===== config.mk =====
export PLATFORM = sky130hd
export DESIGN_NAME = ew_state_reader
export DESIGN_NICKNAME = d
export VERILOG_FILES = /design/src/rtl/ew_state_pkg.sv /design/src/rtl/ew_state_reader_vec_skid2.sv /design/src/rtl/ew_state_reader.sv
export SDC_FILE = /design/constraint.sdc
export NUM_CORES = 1
export LEC_CHECK = 0
export ABC_CLOCK_PERIOD_IN_PS = 2840
export CELL_PAD_IN_SITES_DETAIL_PLACEMENT = 0
export CELL_PAD_IN_SITES_GLOBAL_PLACEMENT = 1
export CORE_MARGIN = 4
export CORE_UTILIZATION = 38
export DETAILED_ROUTE_END_ITERATION = 12
export PLACE_DENSITY_LB_ADDON = 0.1
export SYNTH_ARGS = -nofsm -noshare
export SYNTH_HDL_FRONTEND = slang
export SYNTH_HIERARCHICAL = 1
export SYNTH_SLANG_ARGS = --single-unit

===== constraint.sdc =====
create_clock -name clk -period 2.84 [get_ports clk]
set_input_delay 0.71 -clock clk [delete_from_list [all_inputs] [get_ports clk]]
set_output_delay 0.71 -clock clk [all_outputs]
set_load 0.1 [all_outputs]

===== src/rtl/ew_state_pkg.sv =====
// Shared types and default geometry for the EW state memory read-out path.
package ew_state_pkg;

  localparam int unsigned TILE_SIZE  = 4;
  localparam int unsigned DATA_WIDTH = 16;
  localparam int unsigned S_ADDR_W   = 6;
  localparam int unsigned CNT_W      = S_ADDR_W + 1;
  localparam int unsigned VEC_W      = TILE_SIZE * DATA_WIDTH;

  typedef logic signed [DATA_WIDTH-1:0] lane_t;
  typedef lane_t [TILE_SIZE-1:0] state_vec_t;

  typedef enum logic [1:0] {IDLE, RUN, DRAIN} rd_state_e;

  // A zero length request means the whole memory.
  function automatic logic [CNT_W-1:0] range_len(input logic [S_ADDR_W-1:0] len);
    range_len = (len == '0) ? {1'b1, S_ADDR_W'(0)} : {1'b0, len};
  endfunction

endpackage


===== src/rtl/ew_state_reader_vec_skid2.sv =====
// Two-entry vector FIFO with a registered head and valid, shared by EW-side streams.
module vec_skid2 #(
  parameter int unsigned W = 64
) (
  input  logic         clk,
  input  logic         rst_n,
  input  logic         push,
  input  logic [W-1:0] din,
  input  logic         pop,
  output logic [W-1:0] head,
  output logic         valid,
  output logic [1:0]   count
);

  logic [W-1:0] tail;
  logic [1:0]   count_d;

  always_comb begin
    count_d = count;
    if (push && !pop)      count_d = count + 2'd1;
    else if (pop && !push) count_d = count - 2'd1;
  end

  // Entries shift toward head on pop so the head is always the oldest beat.
  always_ff @(posedge clk or negedge rst_n) begin
    if (!rst_n) begin
      head  <= '0;
      tail  <= '0;
      valid <= 1'b0;
      count <= 2'd0;
    end else begin
      count <= count_d;
      valid <= (count_d != 2'd0);
      if (pop && count == 2'd2)
        head <= tail;
      else if (push && (count == 2'd0 || (pop && count == 2'd1)))
        head <= din;
      if (push && ((pop && count == 2'd2) || (!pop && count == 2'd1)))
        tail <= din;
    end
  end

endmodule


===== src/rtl/ew_state_reader.sv =====
// Streams a wrap-around range of EW state vectors out of the state RAM on AXIS.
// Optional clear-on-read write port enabled by defining EW_STATE_RD_CLEAR_EN.
module ew_state_reader
  import ew_state_pkg::*;
(
  input  logic                clk,
  input  logic                rst_n,
  input  logic                start,
  input  logic [S_ADDR_W-1:0] base_addr,
  input  logic [S_ADDR_W-1:0] len,
  output logic                busy,
  output logic                done,
  output logic                rd_en,
  output logic [S_ADDR_W-1:0] rd_addr,
  input  state_vec_t          rd_data,
  output logic                m_axis_TVALID,
  input  logic                m_axis_TREADY,
  output state_vec_t          m_axis_TDATA,
  output logic                m_axis_TLAST
`ifdef EW_STATE_RD_CLEAR_EN
  ,
  output logic                wr_en,
  output logic [S_ADDR_W-1:0] wr_addr,
  output state_vec_t          wr_data
`endif
);

  rd_state_e           state_q, state_d;
  logic [S_ADDR_W-1:0] addr_q, addr_d;
  logic [CNT_W-1:0]    issue_rem_q, issue_rem_d;
  logic [CNT_W-1:0]    beat_rem_q, beat_rem_d;
  logic                busy_d, done_d, tlast_d;
  logic                inflight_q, pop;
  logic [1:0]          fifo_cnt;
  logic [2:0]          occ, occ_next;

  assign pop      = m_axis_TVALID & m_axis_TREADY;
  assign occ      = 3'(fifo_cnt) + 3'(inflight_q);
  assign occ_next = occ - 3'(pop);
  // Reads are issued only while buffered plus in-flight beats leave room.
  assign rd_en    = (state_q == RUN) && (occ < (3'd2 + 3'(pop)));
  assign rd_addr  = addr_q;

  vec_skid2 #(.W(VEC_W)) u_buf (
    .clk   (clk),
    .rst_n (rst_n),
    .push  (inflight_q),
    .din   (rd_data),
    .pop   (pop),
    .head  (m_axis_TDATA),
    .valid (m_axis_TVALID),
    .count (fifo_cnt)
  );

  always_comb begin
    state_d     = state_q;
    addr_d      = addr_q;
    issue_rem_d = issue_rem_q;
    beat_rem_d  = beat_rem_q;
    busy_d      = busy;
    done_d      = 1'b0;
    if (rd_en) begin
      addr_d      = addr_q + S_ADDR_W'(1);
      issue_rem_d = issue_rem_q - CNT_W'(1);
    end
    if (pop) beat_rem_d = beat_rem_q - CNT_W'(1);
    case (state_q)
      IDLE: if (start) begin
        state_d     = RUN;
        addr_d      = base_addr;
        issue_rem_d = range_len(len);
        beat_rem_d  = range_len(len);
        busy_d      = 1'b1;
      end
      RUN: if (rd_en && issue_rem_q == CNT_W'(1)) state_d = DRAIN;
      DRAIN: if (pop && beat_rem_q == CNT_W'(1)) begin
        state_d = IDLE;
        busy_d  = 1'b0;
        done_d  = 1'b1;
      end
      default: state_d = IDLE;
    endcase
    // Head beat is the final one when exactly one beat remains and the buffer holds it.
    tlast_d = (occ_next != 3'd0) && (beat_rem_d == CNT_W'(1));
  end

  always_ff @(posedge clk or negedge rst_n) begin
    if (!rst_n) begin
      state_q      <= IDLE;
      addr_q       <= '0;
      issue_rem_q  <= '0;
      beat_rem_q   <= '0;
      busy         <= 1'b0;
      done         <= 1'b0;
      m_axis_TLAST <= 1'b0;
      inflight_q   <= 1'b0;
    end else begin
      state_q      <= state_d;
      addr_q       <= addr_d;
      issue_rem_q  <= issue_rem_d;
      beat_rem_q   <= beat_rem_d;
      busy         <= busy_d;
      done         <= done_d;
      m_axis_TLAST <= tlast_d;
      inflight_q   <= rd_en;
    end
  end

`ifdef EW_STATE_RD_CLEAR_EN
  // Zero each location one cycle after it has been read.
  assign wr_data = '0;

  always_ff @(posedge clk or negedge rst_n) begin
    if (!rst_n) begin
      wr_en   <= 1'b0;
      wr_addr <= '0;
    end else begin
      wr_en   <= rd_en;
      wr_addr <= rd_addr;
    end
  end
`endif

endmodule


==> results of run 1 <==
-- synth_stat cells, drive strengths merged, types with 3 or more instances --
cell	number	area share, %
nand2	10	0.54
nor3	3	0.27
nand2b	3	0.25
xor2	9	1.1
a31oi	5	0.42
dfrtp	157	53
xnor2	8	0.94
ha	12	2.0
or3b	3	0.35
nor4	4	0.34
nand3	7	0.47
a21oi	19	1.5
mux2	192	32
nor2	19	0.96
inv	12	0.60
buf	22	2.9
o21ai	4	0.42
-- cells in the final DEF (no fill, tap or decap), types with 5 or more instances in the layout --
cell / Yosys / final
sky130_fd_sc_hd__a31oi_1: 5 / 5
sky130_fd_sc_hd__clkbuf_16: 0 / 17
sky130_fd_sc_hd__clkdlybuf4s50_1: 0 / 77
sky130_fd_sc_hd__nand2_1: 9 / 8
sky130_fd_sc_hd__xor2_1: 9 / 9
sky130_fd_sc_hd__mux2_2: 132 / 132
sky130_fd_sc_hd__mux2_4: 60 / 60
sky130_fd_sc_hd__ha_1: 12 / 10
sky130_fd_sc_hd__nand3_1: 7 / 7
sky130_fd_sc_hd__inv_8: 0 / 5
sky130_fd_sc_hd__buf_12: 6 / 8
sky130_fd_sc_hd__buf_4: 6 / 91
sky130_fd_sc_hd__inv_6: 0 / 6
sky130_fd_sc_hd__inv_1: 11 / 8
sky130_fd_sc_hd__dfrtp_1: 157 / 155
sky130_fd_sc_hd__a21oi_1: 17 / 17
sky130_fd_sc_hd__nor2_1: 19 / 19
sky130_fd_sc_hd__xnor2_1: 8 / 8
-- sequential cells by signal, summed over array words and instances, names as in the netlist --
name          flops
rd_addr           6
u_buf/valid       1
done              1
inflight_q        1
busy              1
state_q           2
issue_rem_q       7
u_buf/head       64
u_buf/tail       64
beat_rem_q        7
u_buf/count       2
m_axis_TLAST      1
-- worst min path at each step --
stage	from	to	slack, ns
after floorplan	rst_n	beat_rem_q[0]	0.41
after global placement	u_buf/tail[34]	u_buf/tail[34]	0.48
after detailed placement	u_buf/tail[25]	u_buf/tail[25]	0.49
after CTS	rst_n	u_buf/tail[55]	0.29
after global routing	rst_n	u_buf/tail[60]	0.31
final	rst_n	u_buf/tail[60]	0.28
-- per-stage QoR --
stage	TNS, ns	std cells	setup WS [ns]	hold slack (ns)
floorplan	-0.00870	511	-0.00870	0.414
global placement	-5.39	923	-0.626	0.484
detailed placement	-5.94	923	-0.635	0.490
CTS	-0.194	957	-0.194	0.286
global route	-0.206	957	-0.206	0.313
finish	-0.133	957	-0.133	0.277
-- what timing repair did --
item / in CTS / in global routing
pin swaps: 6 / 1
gates cloned: 0 / 0
endpoints found under the setup margin: 6 / 2
resized for setup: 5 / 0
buffers inserted: 3 / 0
hold endpoints to repair: 0 / 0
-- routing by layer --
metal	part of all wire, %	track usage (%)	vias up
met3	5.6	5.09	4
met2	50	25.9	108
met4	0.47	3.19	0
met1	44	19.1	2352
met5	0	0	-
li1	-	-	2155
-- critical path, stage by stage, from the launching register on --
cell                      delay [ns]
sky130_fd_sc_hd__dfrtp_1        0.41
sky130_fd_sc_hd__ha_4           0.25
sky130_fd_sc_hd__inv_2          0.06
sky130_fd_sc_hd__ha_4           0.12
sky130_fd_sc_hd__inv_2          0.03
sky130_fd_sc_hd__fa_2           0.33
sky130_fd_sc_hd__or3b_4         0.42
sky130_fd_sc_hd__inv_8          0.07
sky130_fd_sc_hd__buf_12         0.16
-- kinds of logic after synthesis --
| family | after synthesis | synth area share [%] |
|---|---|---|
| adder cells (fa/ha/maj) | 13 | 2.28 |
| buffers and inverters | 36 | 3.62 |
| flip-flops | 157 | 52.6 |
| multiplexers | 192 | 32.0 |
| AO/OA/AOI/OAI | 35 | 3.03 |
| AND/OR/NAND/NOR | 61 | 4.46 |
| XOR/XNOR | 17 | 1.99 |
-- layout make-up --
type	instances	area share (%)
repair buffers	178	16.6
well taps	260	3.30
clock buffers	18	4.45
flip-flops and latches	157	39.9
multi-input cells	318	33.7
inverters	12	0.609
clock inverters	14	1.48
==> run_results.csv, run 1 <==
group,metric,value,unit
status,outcome,"complete, but fails checks",
status,failing_checks,"setup timing",
die,initial_utilization,39.2,%
timing,finalMaxSlewViolations,0,
cts,tritoncts.num_buffers,17,
layout,sequential_cell_area,0.00393,mm²
worst_setup_path,critPathCaptureType,"output pin",
worst_setup_path,required,2.13,ns
synth,ys_async_sr_fraction,100,%
worst_setup_path,crit_path_start,"u_buf/count[0]",
routing,drt_wl_total,16200,µm
timing,report.final.hold_viol_count,0,
grt,overflow,0,
grt,antenna_found_initial,0,
routing,detail_route.wl_per_cell,16.9,µm
synth,synth_warnings,6,
worst_setup_path,cp.arrival,2.26,ns
cts,cts.hold.buffers_added,0,
routing,vias,4619,
cts,cts.reportedPaths.clkPinSlew,0.07,ns
worst_setup_path,r2r-start,"u_buf/count[0]",
synth,synth-seq-area-share,52.6,%
place,place.port_buffers,154,
layout,multi_input_comb_area,0.00332,mm²
worst_hold_path,holdCritPathClass,"in -> async",
die,die_y,148,µm
die,floorplan.io_pins,155,
synth,mappedNetlistArea,0.00746,mm²
synth,syn-mean-instance-area,14.6,µm²
synth,number_of_enable_type_register_cells_in_the_synthesized_netlist,0,
grt,grt_start_max_net_pins,66,
timing,setup_slack,-0.133,ns
worst_setup_path,reg2regPathDepth,11,
synth,synth_seq_cells,157,
timing,max-slew-margin-rel,58.3,%
grt,first_global_vias,5183,
flow_run,max_cap_violations,0,
routing,drt_iter0_drc,197,
place,postPlaceCellArea,0.00925,mm²
worst_setup_path,worst_setup_path_start_kind,"flip-flop",
worst_setup_path,crit_end,"rd_en",
die,rows,50,
timing,slew_of_the_pin_with_the_lowest_slew_margin,0.625,ns
timing,max_freq,336,MHz
cts,insertion_delay,0.41,ns
routing,drc_errors,0,
layout,finalCoreUtilization,51.9,%
timing,rsz_0062_raised_after_global_routing,"true",
routing,postRouteAntennaNets,0,
die,total_die_area,0.0219,mm²
worst_setup_path,rrSetupSlack,0.10,ns
synth,synth_cells,511,
grt,grtUsageTotal,15.3,%
cts,tritoncts,"yes",
worst_setup_path,crit-reg2reg-capture,"issue_rem_q[5]",
worst_setup_path,critical_path_peak_fanout,2,
layout,layout.filler_cells,1671,
place,place_congestion,0.736,
cts,clk_root_buffer_cell,"sky130_fd_sc_hd__clkbuf_16",
routing,firstDrtPassIters,4,
routing,avgViaCountPerCell,4.83,
worst_setup_path,timing_worst_setup_path_type,"reg -> out",
die,core-area,0.0190,mm²
layout,final_nets,777,
timing,clock_skew,0.00750,ns
cts,cts.htree.levels,4,
synth,synth_ff_type,"sky130_fd_sc_hd__dfrtp_1",
layout,finalInstanceArea,0.00986,mm²
layout,num_antenna_cells,0,
cts,cts-root-to-sink-buffers,2,
timing,setup_viol_count_final,1,
cts,clock_sinks,157,
timing,min_period,2.97,ns
layout,area.growth.synth_to_final,32.1,%
layout,drive_above_1_share,49.4,%
synth,post_synth_num_cell_types,48,
timing,timing.final.crit_share,105,%
place,estimated_wirelength_of_the_detail_placed_design,11100,µm
synth,mappedNetlistNets,604,
die,fp.dieW,148,µm
grt,grt_first_pass_wirelength,26800,µm
Power of run 1 is not shown: default switching activity piles up to over one toggle a cycle in this logic, so the estimate is an artifact.
==> run 2: changes to the inputs <==
- RECOVER_POWER: not set -> 100
- REMOVE_ABC_BUFFERS: not set -> 1
==> run 2 against run 1 <==
Net effect: the run still ends with setup timing left; non-clock buffer count grew 1; via count is 1.1% higher; worst setup slack worse by 0.090 ns; hold slack better by 0.23 ns; clock skew about the same; register-to-register slack worse by 0.02 ns; critical path type unchanged.
==> run_results.csv, run 2 (synthesized netlist as in run 1, its figures left out) <==
group,metric,value,unit
worst_setup_path,critical_path_peak_fanout,2,
cts,cts.hold.buffers_added,0,
grt,antenna_found_initial,0,
routing,firstDrtPassIters,4,
timing,rsz_0062_raised_after_global_routing,"true",
timing,max_freq,326,MHz
routing,avgViaCountPerCell,4.88,
worst_setup_path,critPathCaptureType,"output pin",
place,place_congestion,0.807,
die,total_die_area,0.0219,mm²
worst_hold_path,holdCritPathClass,"reg -> reg",
die,rows,50,
routing,drt_iter0_drc,149,
routing,detail_route.wl_per_cell,17.2,µm
worst_setup_path,required,2.13,ns
worst_setup_path,worst_setup_path_start_kind,"flip-flop",
timing,clock_skew,0.00755,ns
grt,grtUsageTotal,15.4,%
grt,first_global_vias,5205,
timing,finalMaxSlewViolations,0,
timing,setup_slack,-0.223,ns
die,die_y,148,µm
cts,insertion_delay,0.42,ns
die,initial_utilization,39.2,%
status,failing_checks,"setup timing",
grt,grt_first_pass_wirelength,26900,µm
flow_run,max_cap_violations,0,
routing,vias,4671,
layout,area.growth.synth_to_final,28.7,%
routing,postRouteAntennaNets,0,
die,floorplan.io_pins,155,
timing,fin_hold_ws,0.505,ns
grt,grt_start_max_net_pins,73,
timing,report.final.hold_viol_count,0,
die,fp.dieW,148,µm
grt,globalRouteMet3Util,4.78,%
routing,drt_wl_total,16400,µm
timing,setup_viol_count_final,1,
routing,drc_errors,0,
grt,top_usage_layer,"met2",
layout,layout_common_cells,"sky130_fd_sc_hd__dfrtp_1 (157), sky130_fd_sc_hd__mux2_2 (132), sky130_fd_sc_hd__clkdlybuf4s50_1 (76)",
cts,tritoncts,"yes",
worst_setup_path,timing_worst_setup_path_type,"reg -> out",
layout,final_nets,778,
cts,cts.htree.levels,4,
cts,clock_sinks,157,
layout,drive_above_1_share,41.5,%
grt,groute.layer.met2.usage,26.1,%
worst_setup_path,cp.arrival,2.35,ns
layout,layout_top_registers,"u_buf/head x64, u_buf/tail x64",
layout,layout.cells.most_common,"sky130_fd_sc_hd__dfrtp_1",
timing,slew_of_the_pin_with_the_lowest_slew_margin,1.35,ns
layout,num_antenna_cells,0,
cts,tritoncts.num_buffers,17,
place,place.port_buffers,154,
timing,timing.final.crit_share,108,%
cts,cts-root-to-sink-buffers,2,
grt,globalRouteMet1Util,18.8,%
cts,clk_root_buffer_cell,"sky130_fd_sc_hd__clkbuf_16",
die,core-area,0.0190,mm²
timing,min_period,3.06,ns
cts,cts.reportedPaths.clkPinSlew,0.06,ns
grt,overflow,0,
timing,max-slew-margin-rel,10.1,%
status,outcome,"complete, but fails checks",
place,estimated_wirelength_of_the_detail_placed_design,11100,µm
## run 2: cell types whose count changed in the layout (fill, tap and decap cells not counted), moves of 2 or more
| cell | before | now |
|---|---|---|
| sky130_fd_sc_hd__buf_4 | 91 | 42 |
| sky130_fd_sc_hd__inv_6 | 6 | 2 |
| sky130_fd_sc_hd__clkbuf_2 | 0 | 2 |
| sky130_fd_sc_hd__clkbuf_1 | 0 | 50 |
| sky130_fd_sc_hd__dfrtp_1 | 155 | 157 |
| sky130_fd_sc_hd__ha_4 | 2 | 0 |
| sky130_fd_sc_hd__clkinv_2 | 1 | 4 |
| sky130_fd_sc_hd__inv_8 | 5 | 0 |
| sky130_fd_sc_hd__nand2_2 | 0 | 2 |
## run 2: layer usage
layer | up-vias | wire [µm]
met5 | - | 0
met4 | 0 | 253
met3 | 21 | 876
met2 | 105 | 8070
met1 | 2383 | 7240
li1 | 2162 | -
## run 2: stage by stage
stage / std cells / utilization, % / setup TNS, ns / setup slack [ns] / area, µm²
global route: 957 / 50.5 / -0.312 / -0.309 / 9610
CTS: 956 / 51.6 / -0.262 / -0.262 / 9810
floorplan: 487 / - / -71.14 / -0.872 / 7240
finish: 957 / 50.5 / -0.223 / -0.223 / 9610
global placement: 923 / 48.5 / -4.13 / -0.560 / 9220
detailed placement: 923 / 48.5 / -4.63 / -0.569 / 9220
## run 2: repair_timing
| action | in CTS | in global routing |
|---|---|---|
| pin swaps | 1 | 0 |
| setup buffers | 2 | 1 |
| endpoints found under the hold margin | 0 | 0 |
| resized for setup | 8 | 0 |
| endpoints found under the setup margin | 3 | 2 |
## run 2: cell type report
type	count	area [µm²]
Fill cell	1718	9410
Timing Repair Buffer	179	1470
Clock inverter	10	114
Inverter	12	47.5
Tap cell	260	325
Sequential cell	157	3930
Clock buffer	21	450
Multi-Input combinational cell	318	3280
## run 2: worst max-delay path: stages (launching register included)
cell and delay [ns]:
sky130_fd_sc_hd__dfrtp_1 0.38, sky130_fd_sc_hd__ha_1 0.29, sky130_fd_sc_hd__inv_1 0.06, sky130_fd_sc_hd__ha_2 0.18
sky130_fd_sc_hd__inv_2 0.04, sky130_fd_sc_hd__fa_2 0.34, sky130_fd_sc_hd__or3b_4 0.40, sky130_fd_sc_hd__inv_4 0.08
sky130_fd_sc_hd__buf_12 0.16
## run 2: final timing paths
kind                           startpoint             end  slack, ns  depth (start not counted)
setup / recovery               inflight_q           rd_en      -0.22                          8
hold / removal             u_buf/tail[52]  u_buf/tail[52]       0.51                          1
setup reg to reg               inflight_q  issue_rem_q[5]       0.08                         11
hold reg to reg            u_buf/tail[52]  u_buf/tail[52]       0.51                          1
max in group asynchronous           rst_n   u_buf/head[9]       0.48                          2
min in group asynchronous           rst_n  u_buf/head[54]       0.59                          1
Power of run 2 is left out for the same reason.
==> run 3: changes to the inputs <==
- ABC_CLOCK_PERIOD_IN_PS: 2840 -> 3300
- CORE_UTILIZATION: 38 -> 42
- clock period: 2.84 -> 3.3 ns (I/O delays scaled with it)
==> run 3 against run 2 <==
Net effect: the run ends with capacitance limit, slew limit left; die area is 9.0% lower; clock skew up 0.0026 ns; sequential share of layout area up 2.4 points; core utilization grew 1.8 points; clock-buffer cell count down 1; worst setup slack better by 0.30 ns; critical path depth up 1; sequential cell count unchanged; via count is 2.2% lower; register-to-register slack gained 0.31 ns; highest routed layer unchanged.
==> run_results.csv, run 3 (synthesized netlist as in run 1, its figures left out) <==
group,metric,value,unit
layout,drive_above_1_share,27.9,%
grt,grt_start_max_net_pins,158,
worst_setup_path,timing_worst_setup_path_type,"in -> out",
place,place_congestion,0.745,
timing,setup-tns-final,0,ns
place,estimated_wirelength_of_the_detail_placed_design,10200,µm
routing,vias,4569,
grt,grtUsageTotal,16.0,%
timing,finalMaxSlewViolations,158,
layout,final_nets,771,
layout,num_antenna_cells,0,
worst_hold_path,holdCritPathClass,"reg -> reg",
timing,slew_of_the_pin_with_the_lowest_slew_margin,2.13,ns
layout,finalCoreUtilization,52.3,%
layout,layout_top_registers,"u_buf/head x64, u_buf/tail x64",
timing,timing.final.crit_share,97.5,%
layout,layout.cells.most_common,"sky130_fd_sc_hd__dfrtp_1",
cts,insertion_delay,0.42,ns
die,core-area,0.0174,mm²
cts,cts-root-to-sink-buffers,2,
layout,layout_common_cells,"sky130_fd_sc_hd__dfrtp_1 (157), sky130_fd_sc_hd__mux2_2 (132), sky130_fd_sc_hd__clkbuf_1 (80)",
grt,overflow,0,
status,failing_checks,"capacitance limit, slew limit",
die,fp.dieW,141,µm
place,postPlaceCellArea,0.00908,mm²
die,rows,48,
die,floorplan.io_pins,155,
routing,postRouteAntennaNets,0,
timing,max-slew-margin-rel,-42.0,%
worst_setup_path,cp.arrival,2.39,ns
timing,max_freq,311,MHz
cts,clk_root_buffer_cell,"sky130_fd_sc_hd__clkbuf_16",
timing,report.final.hold_viol_count,0,
cts,clock_sinks,157,
timing,fin_hold_ws,0.489,ns
status,outcome,"complete, but fails checks",
timing,min_period,3.22,ns
cts,tritoncts.num_buffers,17,
grt,grt_first_pass_wirelength,25400,µm
die,total_die_area,0.0200,mm²
routing,avgViaCountPerCell,4.99,
layout,area.growth.synth_to_final,21.7,%
flow_run,max_cap_violations,1,
worst_setup_path,rrSetupSlack,0.39,ns
routing,detail_route.wl_per_cell,16.8,µm
worst_setup_path,worst_setup_path_start_kind,"input port",
cts,cts.htree.levels,4,
cts,cts.hold.buffers_added,0,
place,place.port_buffers,154,
routing,drt_iter0_drc,155,
cts,cts.reportedPaths.clkPinSlew,0.06,ns
layout,finalInstanceArea,0.00908,mm²
worst_setup_path,critical_path_peak_fanout,3,
routing,drt_wl_total,15400,µm
routing,drc_errors,0,
cts,tritoncts,"yes",
worst_setup_path,required,2.47,ns
timing,setup_viol_count_final,0,
grt,antenna_found_initial,0,
timing,clock_skew,0.0102,ns
timing,rsz_0062_raised_after_global_routing,"false",
die,die_y,141,µm
routing,firstDrtPassIters,4,
worst_setup_path,critPathCaptureType,"output pin",
die,initial_utilization,43.0,%
grt,first_global_vias,4860,
-- run 3: changes by cell type in the layout (fill, tap and decap cells not counted), moves of 2 or more --
cell                         delta
sky130_fd_sc_hd__mux2_1        +53
sky130_fd_sc_hd__mux2_4        -53
sky130_fd_sc_hd__buf_4         -35
sky130_fd_sc_hd__clkbuf_1      +30
sky130_fd_sc_hd__buf_12         -7
sky130_fd_sc_hd__clkbuf_4       +2
sky130_fd_sc_hd__clkinv_4       +2
sky130_fd_sc_hd__clkinvlp_4     +2
-- run 3: layout make-up --
| type | count | area [µm²] |
|---|---|---|
| inverter | 12 | 47.5 |
| fill | 1552 | 8270 |
| clock buffer | 20 | 457 |
| tap | 225 | 282 |
| sequential | 157 | 3930 |
| timing repair buffer | 172 | 1210 |
| multi-input combinational | 318 | 3040 |
| clock inverter | 12 | 114 |
-- run 3: worst max-delay path, cell delays in order --
cell and delay (ns):
sky130_fd_sc_hd__clkdlybuf4s15_1 0.22, sky130_fd_sc_hd__nand2_2 0.08, sky130_fd_sc_hd__inv_2 0.07, sky130_fd_sc_hd__ha_2 0.17
sky130_fd_sc_hd__inv_1 0.05, sky130_fd_sc_hd__fa_2 0.34, sky130_fd_sc_hd__or3b_4 0.40, sky130_fd_sc_hd__inv_4 0.07
sky130_fd_sc_hd__buf_12 0.16
-- run 3: worst paths after layout --
path / cells past startpoint / startpoint / endpoint
worst min register to register: 1 / u_buf/tail[54] / u_buf/tail[54]
worst max-delay path: 9 / m_axis_TREADY / rd_en
min in group asynchronous: 2 / rst_n / u_buf/tail[5]
worst max register to register: 7 / u_buf/valid / u_buf/head[29]
max in group asynchronous: 2 / rst_n / state_q[1]
worst min-delay path: 1 / u_buf/tail[54] / u_buf/tail[54]
-- run 3: timing repair --
item | 4_1_cts | 5_1_grt
pin swaps | 1 | 2
resized for setup | 6 | 2
setup endpoints to repair | 1 | 1
setup buffers | 0 | 2
-- run 3: routing by layer --
metal	wire, µm	up-vias	global-route usage, %
met5	0	-	0
met2	7350	106	25.3
li1	-	2147	-
met4	172	0	5.20
met3	1020	12	4.52
met1	6830	2304	21.4
-- run 3: metrics by stage --
step,std cells,worst slack (ns)
2_1_floorplan,487,-0.455
3_3_place_gp,882,-0.330
4_1_cts,914,0.00247
5_1_grt,916,0.00246
6_report,916,0.0813
3_5_place_dp,882,-0.366
Power of run 3 is left out for the same reason.
